`config.mk`:
```
export PLATFORM = sky130hd
export DESIGN_NAME = keypad_digit_entry_scanner
export DESIGN_NICKNAME = d
export VERILOG_FILES = /design/src/rtl/keypad_digit_entry_scanner_pkg.sv /design/src/rtl/keypad_digit_entry_scanner_row_synchronizer.sv /design/src/rtl/keypad_digit_entry_scanner.sv
export SDC_FILE = /design/constraint.sdc
export NUM_CORES = 1
export LEC_CHECK = 0
export BUFFER_PORTS_ARGS = -buffer_cell sky130_fd_sc_hd__buf_2
export CAP_MARGIN = 20
export CORE_UTILIZATION = 55
export DETAILED_ROUTE_END_ITERATION = 10
export GPL_ROUTABILITY_DRIVEN = 0
export PLACE_DENSITY_LB_ADDON = 0.1
export REMOVE_ABC_BUFFERS = 1
export SYNTH_ARGS = -nofsm -noshare
export SYNTH_HDL_FRONTEND = slang
export SYNTH_SLANG_ARGS = --single-unit
export TNS_END_PERCENT = 100
```
`constraint.sdc`:
```
create_clock -name clk_100_Mhz -period 12.93 [get_ports clk_100_Mhz]
set_input_delay 1.293 -clock clk_100_Mhz [delete_from_list [all_inputs] [get_ports clk_100_Mhz]]
set_output_delay 1.293 -clock clk_100_Mhz [all_outputs]
set_load 0.005 [all_outputs]
```
`src/rtl/keypad_digit_entry_scanner_pkg.sv`:
```
// Shared types and key decode for the keypad digit-entry scanner.
// Key layout follows the Pmod KYPD: columns left to right, rows top to bottom.
package keypad_pkg;

  typedef enum logic {
    RELEASED,
    PRESSED
  } scan_state_t;

  typedef enum logic [1:0] {
    NONE,
    SINGLE,
    MULTI
  } snapshot_class_t;

  localparam logic [3:0] KEY_CLEAR     = 4'hC;
  localparam logic [3:0] KEY_BACKSPACE = 4'hE;

  function automatic logic [3:0] keymap(input logic [1:0] col, input logic [1:0] row);
    logic [3:0] code;
    code = 4'h0;
    case ({col, row})
      4'b00_00: code = 4'h1;
      4'b00_01: code = 4'h4;
      4'b00_10: code = 4'h7;
      4'b00_11: code = 4'h0;
      4'b01_00: code = 4'h2;
      4'b01_01: code = 4'h5;
      4'b01_10: code = 4'h8;
      4'b01_11: code = 4'hF;
      4'b10_00: code = 4'h3;
      4'b10_01: code = 4'h6;
      4'b10_10: code = 4'h9;
      4'b10_11: code = 4'hE;
      4'b11_00: code = 4'hA;
      4'b11_01: code = 4'hB;
      4'b11_10: code = 4'hC;
      4'b11_11: code = 4'hD;
      default:  code = 4'h0;
    endcase
    return code;
  endfunction

endpackage

```
`src/rtl/keypad_digit_entry_scanner_row_synchronizer.sv`:
```
// Two-flop synchroniser for the asynchronous keypad rows.
// Resets to all-ones so the rows read as idle (no key pressed).
module row_synchronizer #(
  parameter int WIDTH = 4
) (
  input  logic             clk_i,
  input  logic             reset_i,
  input  logic [WIDTH-1:0] async_i,
  output logic [WIDTH-1:0] sync_o
);

  logic [WIDTH-1:0] meta_q;
  logic [WIDTH-1:0] sync_q;

  always_ff @(posedge clk_i or posedge reset_i) begin
    if (reset_i) begin
      meta_q <= '1;
      sync_q <= '1;
    end else begin
      meta_q <= async_i;
      sync_q <= meta_q;
    end
  end

  assign sync_o = sync_q;

endmodule

```
`src/rtl/keypad_digit_entry_scanner.sv`:
```
// 4x4 keypad column scanner with scan-level debounce and a four-digit BCD
// entry register (shift-in for 0-9, C clears, E backspaces).
module keypad_digit_entry_scanner
  import keypad_pkg::*;
#(
  parameter int SCAN_TICKS     = 100000,
  parameter int DEBOUNCE_SCANS = 4
) (
  input  logic       clk_100_Mhz,
  input  logic       reset,
  input  logic [3:0] row_n,
  output logic [3:0] col_n,
  output logic       key_valid,
  output logic [3:0] key_code,
  output logic [3:0] thousands_digit,
  output logic [3:0] hundreds_digit,
  output logic [3:0] tens_digit,
  output logic [3:0] ones_digit
);

  localparam int TICK_W = (SCAN_TICKS > 1) ? $clog2(SCAN_TICKS) : 1;
  localparam int CNT_W  = $clog2(DEBOUNCE_SCANS + 1);
  localparam logic [TICK_W-1:0] TICK_LAST = TICK_W'(SCAN_TICKS - 1);
  localparam logic [CNT_W-1:0]  CNT_DONE  = CNT_W'(DEBOUNCE_SCANS);

  logic [3:0] row_sync;

  logic [TICK_W-1:0] tick_q, tick_d;
  logic [1:0]        col_q, col_d;
  logic [3:0]        col_n_q, col_n_d;
  logic [15:0]       snap_q, snap_d;

  scan_state_t       state_q, state_d;
  logic [CNT_W-1:0]  cnt_q, cnt_d;
  logic [3:0]        cand_q, cand_d;

  logic              key_valid_q, key_valid_d;
  logic [3:0]        key_code_q, key_code_d;
  logic [3:0][3:0]   dig_q, dig_d;

  logic              last_tick;
  logic              scan_done;
  logic              accept;
  logic [4:0]        n_keys;
  logic [3:0]        hit_idx;
  snapshot_class_t   cls;
  logic [3:0]        scan_code;

  row_synchronizer #(
    .WIDTH (4)
  ) u_row_sync (
    .clk_i   (clk_100_Mhz),
    .reset_i (reset),
    .async_i (row_n),
    .sync_o  (row_sync)
  );

  assign last_tick = (tick_q == TICK_LAST);
  assign scan_done = last_tick && (col_q == 2'd3);

  // Sampling sits at the end of each column slot, well past synchroniser latency.
  always_comb begin
    tick_d  = last_tick ? '0 : tick_q + TICK_W'(1);
    col_d   = col_q;
    col_n_d = col_n_q;
    snap_d  = snap_q;
    if (last_tick) begin
      col_d   = col_q + 2'd1;
      col_n_d = {col_n_q[2:0], col_n_q[3]};
      snap_d[{col_q, 2'b00} +: 4] = ~row_sync;
    end
  end

  // Classify the snapshot including the column being sampled on this edge.
  always_comb begin
    n_keys  = 5'd0;
    hit_idx = 4'd0;
    for (int i = 0; i < 16; i++) begin
      if (snap_d[i]) begin
        n_keys  = n_keys + 5'd1;
        hit_idx = 4'(i);
      end
    end
    if (n_keys == 5'd0)      cls = NONE;
    else if (n_keys == 5'd1) cls = SINGLE;
    else                     cls = MULTI;
    scan_code = keymap(hit_idx[3:2], hit_idx[1:0]);
  end

  always_comb begin
    state_d = state_q;
    cnt_d   = cnt_q;
    cand_d  = cand_q;
    accept  = 1'b0;
    if (scan_done) begin
      case (state_q)
        RELEASED: begin
          if (cls == SINGLE) begin
            if (scan_code == cand_q) begin
              cnt_d = cnt_q + CNT_W'(1);
            end else begin
              cnt_d  = CNT_W'(1);
              cand_d = scan_code;
            end
          end else begin
            cnt_d = '0;
          end
          if (cnt_d == CNT_DONE) begin
            accept  = 1'b1;
            state_d = PRESSED;
            cnt_d   = '0;
          end
        end
        PRESSED: begin
          cnt_d = (cls == NONE) ? cnt_q + CNT_W'(1) : '0;
          if (cnt_d == CNT_DONE) begin
            state_d = RELEASED;
            cnt_d   = '0;
          end
        end
        default: begin
          state_d = RELEASED;
          cnt_d   = '0;
        end
      endcase
    end
  end

  always_comb begin
    key_valid_d = accept;
    key_code_d  = key_code_q;
    dig_d       = dig_q;
    if (accept) begin
      key_code_d = scan_code;
      if (scan_code <= 4'd9) begin
        dig_d = {dig_q[2:0], scan_code};
      end else if (scan_code == KEY_CLEAR) begin
        dig_d = '0;
      end else if (scan_code == KEY_BACKSPACE) begin
        dig_d = {4'd0, dig_q[3:1]};
      end
    end
  end

  always_ff @(posedge clk_100_Mhz or posedge reset) begin
    if (reset) begin
      tick_q      <= '0;
      col_q       <= 2'd0;
      col_n_q     <= 4'b1110;
      snap_q      <= '0;
      state_q     <= RELEASED;
      cnt_q       <= '0;
      cand_q      <= 4'd0;
      key_valid_q <= 1'b0;
      key_code_q  <= 4'd0;
      dig_q       <= '0;
    end else begin
      tick_q      <= tick_d;
      col_q       <= col_d;
      col_n_q     <= col_n_d;
      snap_q      <= snap_d;
      state_q     <= state_d;
      cnt_q       <= cnt_d;
      cand_q      <= cand_d;
      key_valid_q <= key_valid_d;
      key_code_q  <= key_code_d;
      dig_q       <= dig_d;
    end
  end

  assign col_n           = col_n_q;
  assign key_valid       = key_valid_q;
  assign key_code        = key_code_q;
  assign thousands_digit = dig_q[3];
  assign hundreds_digit  = dig_q[2];
  assign tens_digit      = dig_q[1];
  assign ones_digit      = dig_q[0];

endmodule
```
# Word-level counts from Yosys, hierarchy flattened
# Memory sizes are Yosys's and may differ from the RTL's.
# Index checks and enable logic that the tools add are counted.
[word_totals]
out_inout_bits = 25
mem_count = 1
in_bits = 6
register_bits = 76
romBits = 64
wordCells = 108
[op_classes]
n_shift = 2
addsub = 19
mux = 52
eq_ne = 9
order_cmp = 1
n_reduce_logical = 6
n_bitwise = 3
[mem_list]
columns = ["name", "depth", "width", "read_ports", "rd_clocked_by_memory_dff", "write_ports", "line", "text"]
rows = [
  ["(name not given)", 16, 4, 1, 0, 0, "keypad_digit_entry_scanner_pkg.sv:22", "case ({col, row})"],
]
[ops]
columns = ["operator", "count"]
rows = [
  ["adder 5 x 1 -> 5 bit (second input constant)", 15],
  ["two-way mux 5 bit", 15],
  ["two-way mux 16 bit", 4],
  ["two-way mux 4 bit", 14],
  ["two-way mux 3 bit", 7],
  ["adder 17 x 1 -> 17 bit (second input constant)", 1],
  ["equality test 17 bit (second input constant)", 1],
  ["two-way mux 17 bit", 1],
  ["bitwise mux 16 bit", 1],
  ["variable shift 4 x 6 -> 16 bit (first input constant)", 1],
  ["indexed part select 4 x 6 -> 16 bit", 1],
  ["equality test 4 bit (second input constant)", 2],
  ["equality test 3 bit (second input constant)", 2],
  ["two-way mux 1 bit", 6],
  ["negation 4 -> 6 bit", 1],
  ["one-hot mux 3 bit (2 select lines)", 1],
  ["equality test 5 x 1 -> 1 bit (second input constant)", 1],
  ["zero test 5 bit", 1],
  ["equality test 4 bit", 1],
  ["less-or-equal comparator 4 bit (second input constant)", 1],
  ["two-way mux 2 bit", 2],
  ["inverter 4 bit", 1],
  ["AND reduction 4 bit", 1],
  ["adder 3 x 1 -> 3 bit (second input constant)", 1],
  ["9 further kinds", 10],
]

# Longest topological paths before layout
# Gate-level depths: netlist of the first run.
[depth]
depth_word = 47
mapped_depth = 61
mapped_depth_nobuf = 59

# Cells and area by module
# A second synthesis of the first run with hierarchy kept.
[unflattened]
cells_unflattened = 625
hier_area_um2 = 5600.4
[by_module_without_submodules]
columns = ["module", "area_each_um2", "n_inst", "seq_area_each_um2", "cells_each"]
rows = [
  ["keypad_digit_entry_scanner", 5386.4, 1, 1705.4, 616],
  ["row_synchronizer", 214.0, 1, 210.2, 9],
]

# Least setup slack after synthesis of the first run
# No wires, ideal clock.
[synth_path]
kind = "register to register"
start = "reg tick_q[0]"
end = "reg dig_q (netlist bit tens_digit[3])"
arrival_ps = 10954
stages_incl_launch_ff = 61
period_less_slack_ps = 11079
setup_time_ps = 125
slack_ps = 1851
required_ps = 12805
n_path_buf = 2
cell_sequence = "dfrtp_1 > ha_1 > and4_1 > and4_1 > clkbuf_2 > nand2_1 > nor4_1 > a21oi_1 > inv_1 > ha_1 > nor2b_1 > o211ai_1 > nand2_1 > ha_1 > o21a_1 > a21oi_1 > inv_1 > ha_1 > [25 not listed] > a21oi_1 > o31ai_2 > inv_1 > ha_1 > nand2_1 > o21ai_0 > ha_1 > nand2_1 > nand2_1 > ha_1 > nor2_1 > mux2i_1 > nor2_2 > nand3_1 > or4_4 > a21oi_4 > buf_6 > mux2_4"
[synth_between]
elab_chain_len = 45
word_cells_on_any_way = 71
classes_between = "add/sub (15); order compare (1); eq/ne (7); mux (43); reduce/logical (4); memory (1)"
[synth_lines]
columns = ["item", "line", "text"]
rows = [
  ["start, declared", "keypad_digit_entry_scanner.sv:28", "logic [TICK_W-1:0] tick_q, tick_d;"],
  ["start signal, assigned", "keypad_digit_entry_scanner.sv:158", "tick_q <= tick_d;"],
  ["equality test 17 bit (*)", "keypad_digit_entry_scanner.sv:58", "assign last_tick = (tick_q == TICK_LAST);"],
  ["two-way mux 16 bit (*)", "keypad_digit_entry_scanner.sv:67", "if (last_tick) begin"],
  ["named net snap_d[0]", "keypad_digit_entry_scanner.sv:31", "logic [15:0] snap_q, snap_d;"],
  ["two-way mux 1 bit (*)", "keypad_digit_entry_scanner.sv:79", "if (snap_d[i]) begin"],
  ["adder 5 x 1 -> 5 bit", "keypad_digit_entry_scanner.sv:80", "n_keys = n_keys + 5'd1;"],
  ["two-way mux 5 bit (*)", "keypad_digit_entry_scanner.sv:79", ""],
  ["adder 5 x 1 -> 5 bit", "keypad_digit_entry_scanner.sv:80", ""],
  ["two-way mux 5 bit (*)", "keypad_digit_entry_scanner.sv:79", ""],
  ["[30 not listed]", "--", ""],
  ["two-way mux 3 bit (*)", "keypad_digit_entry_scanner.sv:98", "if (cls == SINGLE) begin"],
  ["two-way mux 3 bit (*)", "keypad_digit_entry_scanner.sv:96", "case (state_q)"],
  ["two-way mux 3 bit (*)", "keypad_digit_entry_scanner.sv:95", "if (scan_done) begin"],
  ["equality test 3 bit (*)", "keypad_digit_entry_scanner.sv:108", "if (cnt_d == CNT_DONE) begin"],
  ["two-way mux 1 bit (*)", "keypad_digit_entry_scanner.sv:108", ""],
  ["two-way mux 1 bit (*)", "keypad_digit_entry_scanner.sv:96", ""],
  ["two-way mux 1 bit (*)", "keypad_digit_entry_scanner.sv:95", ""],
  ["AND reduction 2 bit (no source line) (*)", "--", ""],
  ["end signal, assigned", "keypad_digit_entry_scanner.sv:167", "dig_q <= dig_d;"],
  ["end, declared", "keypad_digit_entry_scanner.sv:39", "logic [3:0][3:0] dig_q, dig_d;"],
]
# The timed path passes the listed nets; every way through them passes the cells marked *. The select of a mux whose other input is x is not followed.
# A chain may end at the register's enable or synchronous reset.

# Worst setup path in the final report of the first run
[layout_path]
start = "reg tick_q[12]"
end = "reg dig_q (netlist bit tens_digit[0])"
[layout_between]
word_cells_on_any_way = 71
classes_between = "add/sub (15); order compare (1); eq/ne (7); mux (43); reduce/logical (4); memory (1)"
[layout_rtl]
columns = ["item", "line"]
rows = [
  ["equality test 17 bit (*)", "keypad_digit_entry_scanner.sv:58"],
  ["two-way mux 16 bit (*)", "keypad_digit_entry_scanner.sv:67"],
  ["named net snap_d[2]", "keypad_digit_entry_scanner.sv:31"],
  ["two-way mux 5 bit", "keypad_digit_entry_scanner.sv:79"],
  ["adder 5 x 1 -> 5 bit", "keypad_digit_entry_scanner.sv:80"],
  ["two-way mux 5 bit", "keypad_digit_entry_scanner.sv:79"],
  ["adder 5 x 1 -> 5 bit", "keypad_digit_entry_scanner.sv:80"],
  ["two-way mux 5 bit", "keypad_digit_entry_scanner.sv:79"],
  ["[26 not listed]", "--"],
  ["two-way mux 3 bit", "keypad_digit_entry_scanner.sv:98"],
  ["two-way mux 3 bit", "keypad_digit_entry_scanner.sv:96"],
  ["two-way mux 3 bit", "keypad_digit_entry_scanner.sv:95"],
  ["equality test 3 bit", "keypad_digit_entry_scanner.sv:108"],
  ["two-way mux 1 bit", "keypad_digit_entry_scanner.sv:108"],
  ["two-way mux 1 bit", "keypad_digit_entry_scanner.sv:96"],
  ["two-way mux 1 bit", "keypad_digit_entry_scanner.sv:95"],
  ["AND reduction 2 bit (no source line)", "--"],
]
# Marked as above.

==> metrics.csv, run 1 <==
metric;value;unit
final hold slack;0.3590;ns
result of the run;finished, violations left;
Hold Path Origin;u_row_sync.meta_q[1];
CTS H-tree lvls;3;
most frequent standard cell in the layout excluding fill and tap cells;sky130_fd_sc_hd__dfrtp_1;
filler cell count;910;
cell family with most CP delay;simple AND/OR/NAND/NOR gates;
die extent in x;104.6;um
total vias in the final route;4702;
number of DRC violations after detailed-routing iteration 0;344;
HPWL Detailed;9432;um
hold bufs inserted after CTS;0;
count of different cell masters after synthesis;93;
layout cell share with drive strength beyond 1;19.58;%
largest net degree at the start of global routing;77;
post-DR vias/cell;5.805;
count of pins on the block boundary;31;
post-detailed-route wirelength per cell;15.81;um
worst-case clock skew;0.01285;ns
number of antenna cells inserted;0;
Layout Nets;698;
max-cap violations;0;
delay contributed by the slowest stage of the critical path;0.80;ns
critical path's slowest cell;sky130_fd_sc_hd__or4_1;
maximum clock frequency;82.28;MHz
top fanout value on the critical path;13;
count of flip-flops with a built-in enable after synthesis;0;
average instance area after synthesis;9.119;um2
total routing resource utilization after global routing;24.35;%
setup slack after placement;0.6040;ns
cts bufs inserted;9;
final setup fails;0;
startpoint of the lowest-slack register-to-register path;tick_q[12];
wire length of the first global-routing pass;21940;um
Worst Path Arrival;12.38;ns
FP Rows;37;
Main synth FF type;sky130_fd_sc_hd__dfrtp_1;
Most Frequent Cell on Critical Path;sky130_fd_sc_hd__ha_1;
flip-flop and latch count after synthesis;76;
slew at the pin closest to its max-slew limit;0.9289;ns
Worst setup startpoint;tick_q[12];
number of cells produced by synthesis;635;
post-route clock period utilization;93.99;%
required time of the critical path;13.16;ns
final number of hold-violating endpoints;0;
count of unresolved DRC violations after routing;2;
sequential area share after synthesis;33.08;%
count of final max-slew check failures;0;
synthesis-to-layout area growth;9.550;%
number of antenna violations at the first check in global routing;0;
startpoint types;register;
pwr dens;66.33;mW/mm2
worst vdd rail ir drop;0.1103;mV
Fin Setup TNS;0;ns
netlist area before placement;0.005791;mm2
instance count after placement with tap cells included;789;
final worst slack;0.7768;ns
detailed-router iteration count before antenna repair;8;
static power due to leakage;3.084;nW
failing checks;design-rule violations;
share of synthesized flip-flops with an asynchronous set or reset;100.0;%
Final min period;12.15;ns
final wirelength;12800;um
# port buffers;30;
highest-count cells in the layout ignoring fill and taps;sky130_fd_sc_hd__dfrtp_1, sky130_fd_sc_hd__nand2_1, sky130_fd_sc_hd__nor2_1;
deepest clock path buffer count;2;
latest clock arrival within the worst-skew pair;0.35;ns
clock transition at the register clock pins on the worst setup and hold paths after CTS;0.08;ns
Yosys warning count;0;
normalized max-slew margin;38.07;%
Starting Density;56.34;%
ANT nets after route;0;
Util after Layout;61.72;%
min-delay worst type;register to register;
sum of buffers and inverters on the critical path;6;
die outline height;104.6;um
number of global-route vias before repair;4632;
total congestion overflow;0;
Die Outline Area;0.01094;mm2
area inside the core boundary;0.01028;mm2
category of the critical setup timing path;register to register;
cell at the root of the clock tree;sky130_fd_sc_hd__clkbuf_8;
number of clock sinks;76;
final non-filler cell total;810;
TritonCTS clock tree;done;
nature of the critical path endpoint;register;
-- timing repair --
action	CTS	global route
setup endpoints to repair	0	26
gates resized for setup	0	9
buffers inserted	0	5
-- cells by family after synthesis --
family                     count (synthesis)  synth area share [%]
AOI/OAI and AO/OA                        145                 17.42
buffers and inverters                     64                 4.537
DFF                                       76                 33.08
xor gates and xnor gates                  62                 12.38
muxes                                     36                 6.763
adders and majority gates                 23                 4.970
and+or+nand+nor                          229                 20.85
-- power by group --
part           switching (mW)  internal [mW]  leakage (nW)
sequential            0.00223          0.240          1.01
combinational         0.00523        0.00157          1.98
clock                  0.0938         0.0780        0.0956
-- metrics by stage --
step | area [um2] | total power, mW
after global routing | 6344 | 0.4364
after global placement | 6067 | 0.2538
after detailed placement | 6067 | 0.2539
final | 6344 | 0.4208
after CTS | 6255 | 0.4256
after floorplan | 5708 | 0.2504
-- worst paths after layout --
| path | cells after the start | slack [ns] | end |
|---|---|---|---|
| worst max register to register | 53 | 0.78 | tens_digit[0] |
| max in group asynchronous | 3 | 11.11 | tick_q[12] |
| worst min register to register | 0 | 0.36 | u_row_sync.sync_o[1] |
| min in group asynchronous | 3 | 1.23 | thousands_digit[2] |
| worst max-delay path | 53 | 0.78 | tens_digit[0] |
| worst min-delay path | 0 | 0.36 | u_row_sync.sync_o[1] |
-- registers in the layout, summed over array words and instances (netlist names) --
signal and flops:
tens_digit 4, key_valid 1, u_row_sync.sync_o 4, ones_digit 4, tick_q 17, thousands_digit 4, hundreds_digit 4, snap_q 16
cnt_q 3, state_q 1, key_code 4, col_n 4, col_q 2, cand_q 4, u_row_sync.meta_q 4
-- worst register-to-register path, delay by kind of cell (launching register included) --
family                   cells  cell delay, ns
adder cells (fa/ha/maj)     13            3.81
XOR/XNOR                     1            0.20
AND/OR/NAND/NOR             15            3.87
AO/OA/AOI/OAI               13            2.15
flip-flops                   1            0.45
multiplexers                 5            1.02
buffers and inverters        6            0.53
-- layer usage --
layer	vias to the layer above	track usage (%)	wire length [um]
met3	12	2.994	331
li1	2339	-	-
met4	0	5.634	91
met2	73	39.64	6081
met5	-	0	0
met1	2278	34.72	6300
-- cells in the mapped netlist, types with 4 or more instances --
| library cell | instances | share of area [%] |
|---|---|---|
| sky130_fd_sc_hd__a22o_1 | 6 | 0.91 |
| sky130_fd_sc_hd__o22ai_1 | 10 | 1.1 |
| sky130_fd_sc_hd__nand2_1 | 59 | 3.8 |
| sky130_fd_sc_hd__a211oi_1 | 5 | 0.65 |
| sky130_fd_sc_hd__nand4_1 | 6 | 0.65 |
| sky130_fd_sc_hd__dfstp_2 | 11 | 5.0 |
| sky130_fd_sc_hd__nor2b_1 | 8 | 0.86 |
| sky130_fd_sc_hd__dfrtp_1 | 65 | 28 |
| sky130_fd_sc_hd__o21ai_1 | 5 | 0.43 |
| sky130_fd_sc_hd__xnor2_1 | 30 | 4.5 |
| sky130_fd_sc_hd__clkinv_1 | 4 | 0.26 |
| sky130_fd_sc_hd__mux2_2 | 13 | 2.5 |
| sky130_fd_sc_hd__and2_1 | 8 | 0.86 |
| sky130_fd_sc_hd__nor4_1 | 8 | 0.86 |
| sky130_fd_sc_hd__nor3_1 | 19 | 1.6 |
| sky130_fd_sc_hd__or3_1 | 5 | 0.54 |
| sky130_fd_sc_hd__inv_1 | 43 | 2.8 |
| sky130_fd_sc_hd__xor2_1 | 16 | 2.4 |
| sky130_fd_sc_hd__nor2_1 | 49 | 3.2 |
| sky130_fd_sc_hd__xnor2_2 | 6 | 1.7 |
| sky130_fd_sc_hd__o211ai_1 | 7 | 0.91 |
| sky130_fd_sc_hd__mux2_1 | 4 | 0.78 |
| sky130_fd_sc_hd__clkbuf_1 | 9 | 0.58 |
| sky130_fd_sc_hd__mux2i_1 | 17 | 2.9 |
| sky130_fd_sc_hd__a21oi_1 | 35 | 3.0 |
| sky130_fd_sc_hd__and3_1 | 8 | 0.86 |
| sky130_fd_sc_hd__ha_1 | 23 | 5.0 |
| sky130_fd_sc_hd__o21ai_0 | 26 | 2.2 |
| sky130_fd_sc_hd__nand3_1 | 27 | 2.3 |
| sky130_fd_sc_hd__a21boi_0 | 4 | 0.52 |
| sky130_fd_sc_hd__a22oi_1 | 5 | 0.65 |
-- layout make-up --
type	instances	area [um2]	area share [%]
Tap cell	136	170.2	2.682
Sequential cell	76	1916	30.20
Timing Repair Buffer	39	230.2	3.629
Inverter	48	180.2	2.840
Multi-Input combinational cell	495	3660	57.69
Clock inverter	6	50.05	0.7890
Clock buffer	10	137.6	2.170
Power figures use the tool's default switching activity.
==> run 2: changes to the inputs <==
--- a/config.mk
+++ b/config.mk
@@ -7,10 +7,11 @@
 export LEC_CHECK = 0
 export BUFFER_PORTS_ARGS = -buffer_cell sky130_fd_sc_hd__buf_2
 export CAP_MARGIN = 20
+export CORE_MARGIN = 4
 export CORE_UTILIZATION = 55
 export DETAILED_ROUTE_END_ITERATION = 10
 export GPL_ROUTABILITY_DRIVEN = 0
-export PLACE_DENSITY_LB_ADDON = 0.1
+export PLACE_DENSITY = 0.74
 export REMOVE_ABC_BUFFERS = 1
 export SYNTH_ARGS = -nofsm -noshare
 export SYNTH_HDL_FRONTEND = slang
==> run 2 against run 1 <==
Against the previous run:
- the flow now finishes without violations
- register-to-register slack is essentially flat
- wire length grew 2.9%
- sequential cell count is the same
- setup slack lost 0.0079 ns
- global-route usage shrank 3.0 points
- clock skew shrank 0.00051 ns
- count of clock-buffer cells in the layout is the same
- clock power shrank 3%
- largest cell class unchanged
==> metrics.csv, run 2 (synthesis results as in run 1) <==
metric;value;unit
largest net degree at the start of global routing;77;
number of antenna violations at the first check in global routing;0;
number of DRC violations after detailed-routing iteration 0;351;
highest-count cells in the layout ignoring fill and taps;sky130_fd_sc_hd__dfrtp_1, sky130_fd_sc_hd__nand2_1, sky130_fd_sc_hd__nor2_1;
startpoint types;register;
total congestion overflow;0;
required time of the critical path;13.18;ns
most frequent standard cell in the layout excluding fill and tap cells;sky130_fd_sc_hd__dfrtp_1;
min-delay worst type;register to register;
number of clock sinks;76;
maximum clock frequency;82.23;MHz
number of antenna cells inserted;0;
wire length of the first global-routing pass;22220;um
hold bufs inserted after CTS;0;
area used by multi-input combinational logic;0.003690;mm2
Util after Layout;62.06;%
final hold slack;0.3601;ns
pwr dens;65.02;mW/mm2
synthesis-to-layout area growth;10.16;%
total vias in the final route;4825;
worst-case clock skew;0.01235;ns
final setup fails;0;
FP Rows;37;
detailed-router iteration count before antenna repair;5;
die extent in x;110.6;um
static power due to leakage;3.099;nW
sum of buffers and inverters on the critical path;7;
CTS H-tree lvls;3;
latest clock arrival within the worst-skew pair;0.36;ns
post-layout instance area;0.006379;mm2
Die Outline Area;0.01223;mm2
count of pins on the block boundary;31;
TritonCTS clock tree;done;
Largest register FFs;17;
area inside the core boundary;0.01028;mm2
deepest clock path buffer count;2;
nature of the critical path endpoint;register;
post-detailed-placement cell area;0.006067;mm2
result of the run;finished clean;
final worst slack;0.7690;ns
post-route clock period utilization;94.05;%
clock transition at the register clock pins on the worst setup and hold paths after CTS;0.08;ns
post-DR vias/cell;5.942;
critical path's slowest cell;sky130_fd_sc_hd__or4_4;
Layout Nets;700;
slew at the pin closest to its max-slew limit;0.9326;ns
Starting Density;56.34;%
top fanout value on the critical path;14;
worst vdd rail ir drop;0.08470;mV
normalized max-slew margin;37.82;%
Fin Setup TNS;0;ns
final number of hold-violating endpoints;0;
setup slack after placement;0.4189;ns
Final min period;12.16;ns
delay contributed by the slowest stage of the critical path;0.57;ns
count of final max-slew check failures;0;
Worst Path Arrival;12.41;ns
sequential cell area in the final layout;0.001916;mm2
number of global-route vias before repair;4816;
cts bufs inserted;9;
count of unresolved DRC violations after routing;0;
final wirelength;13180;um
Most Frequent Cell on Critical Path;sky130_fd_sc_hd__ha_1;
max-cap violations;0;
largest registers;tick_q x17, snap_q x16;
filler cell count;894;
cell family with most CP delay;adder cells;
register ranked first by flip-flop count;tick_q;
HPWL Detailed;9760;um
total routing resource utilization after global routing;21.40;%
category of the critical setup timing path;register to register;
# port buffers;30;
cell at the root of the clock tree;sky130_fd_sc_hd__clkbuf_8;
ANT nets after route;0;
layout cell share with drive strength beyond 1;20.41;%
post-detailed-route wirelength per cell;16.23;um
die outline height;110.6;um
-- run 2: cell count changes in the layout (fill, tap and decap cells not counted), sizes merged --
cell / delta
inv: -2
buf: +2
clkinv: +2
-- run 2: power breakdown --
group / switching [mW] / leakage [nW] / internal (mW)
clock network: 0.0938 / 0.0888 / 0.0720
logic: 0.00530 / 2.00 / 0.00158
registers: 0.00224 / 1.01 / 0.240
total: 0.101 / 3.10 / 0.313
-- run 2: layer usage --
layer / routed length [um] / part of all wire [%] / global-route usage [%] / vias to the layer above
li1: - / - / - / 2342
met1: 6062 / 46 / 28.77 / 2345
met2: 6451 / 49 / 35.76 / 114
met3: 428 / 3.2 / 3.014 / 24
met4: 238 / 1.8 / 6.732 / 0
met5: 0 / 0 / 0 / -
-- run 2: repair_timing --
action	4_1_cts	5_1_grt
setup endpoints to repair	0	26
buffers inserted	0	7
resized for setup	0	15
-- run 2: path summary, 6_finish.rpt --
path | end | cells after the start | start | slack, ns
setup reg to reg | ones_digit[0] | 59 | tick_q[0] | 0.77
hold / removal | u_row_sync.sync_o[1] | 0 | u_row_sync.meta_q[1] | 0.36
hold reg to reg | u_row_sync.sync_o[1] | 0 | u_row_sync.meta_q[1] | 0.36
setup / recovery | ones_digit[0] | 59 | tick_q[0] | 0.77
max in group asynchronous | snap_q[2] | 3 | reset | 11.12
min in group asynchronous | thousands_digit[0] | 3 | reset | 1.21
-- run 2: through the flow --
stage	total power, mW	std cells
4_1_cts	0.4201	805
2_1_floorplan	0.2504	619
5_1_grt	0.4327	812
3_3_place_gp	0.2535	789
3_5_place_dp	0.2538	789
6_report	0.4148	812
-- run 2: area by class of cell --
| type | count | share of cell area (%) |
|---|---|---|
| repair buffers | 41 | 3.845 |
| well taps | 136 | 2.668 |
| flip-flops and latches | 76 | 30.03 |
| clock buffers | 10 | 2.001 |
| inverters | 48 | 2.825 |
| multi-input cells | 495 | 57.85 |
| clock inverters | 6 | 0.7846 |
-- run 2: worst reg2reg max path: cells and delay by family, from the launching register on --
kind,cells,cell delay [ns]
AND/OR/NAND/NOR,18,3.59
adder cells (fa/ha/maj),15,4.31
AO/OA/AOI/OAI,14,2.18
flip-flops,1,0.39
multiplexers,5,0.96
buffers and inverters,7,0.61
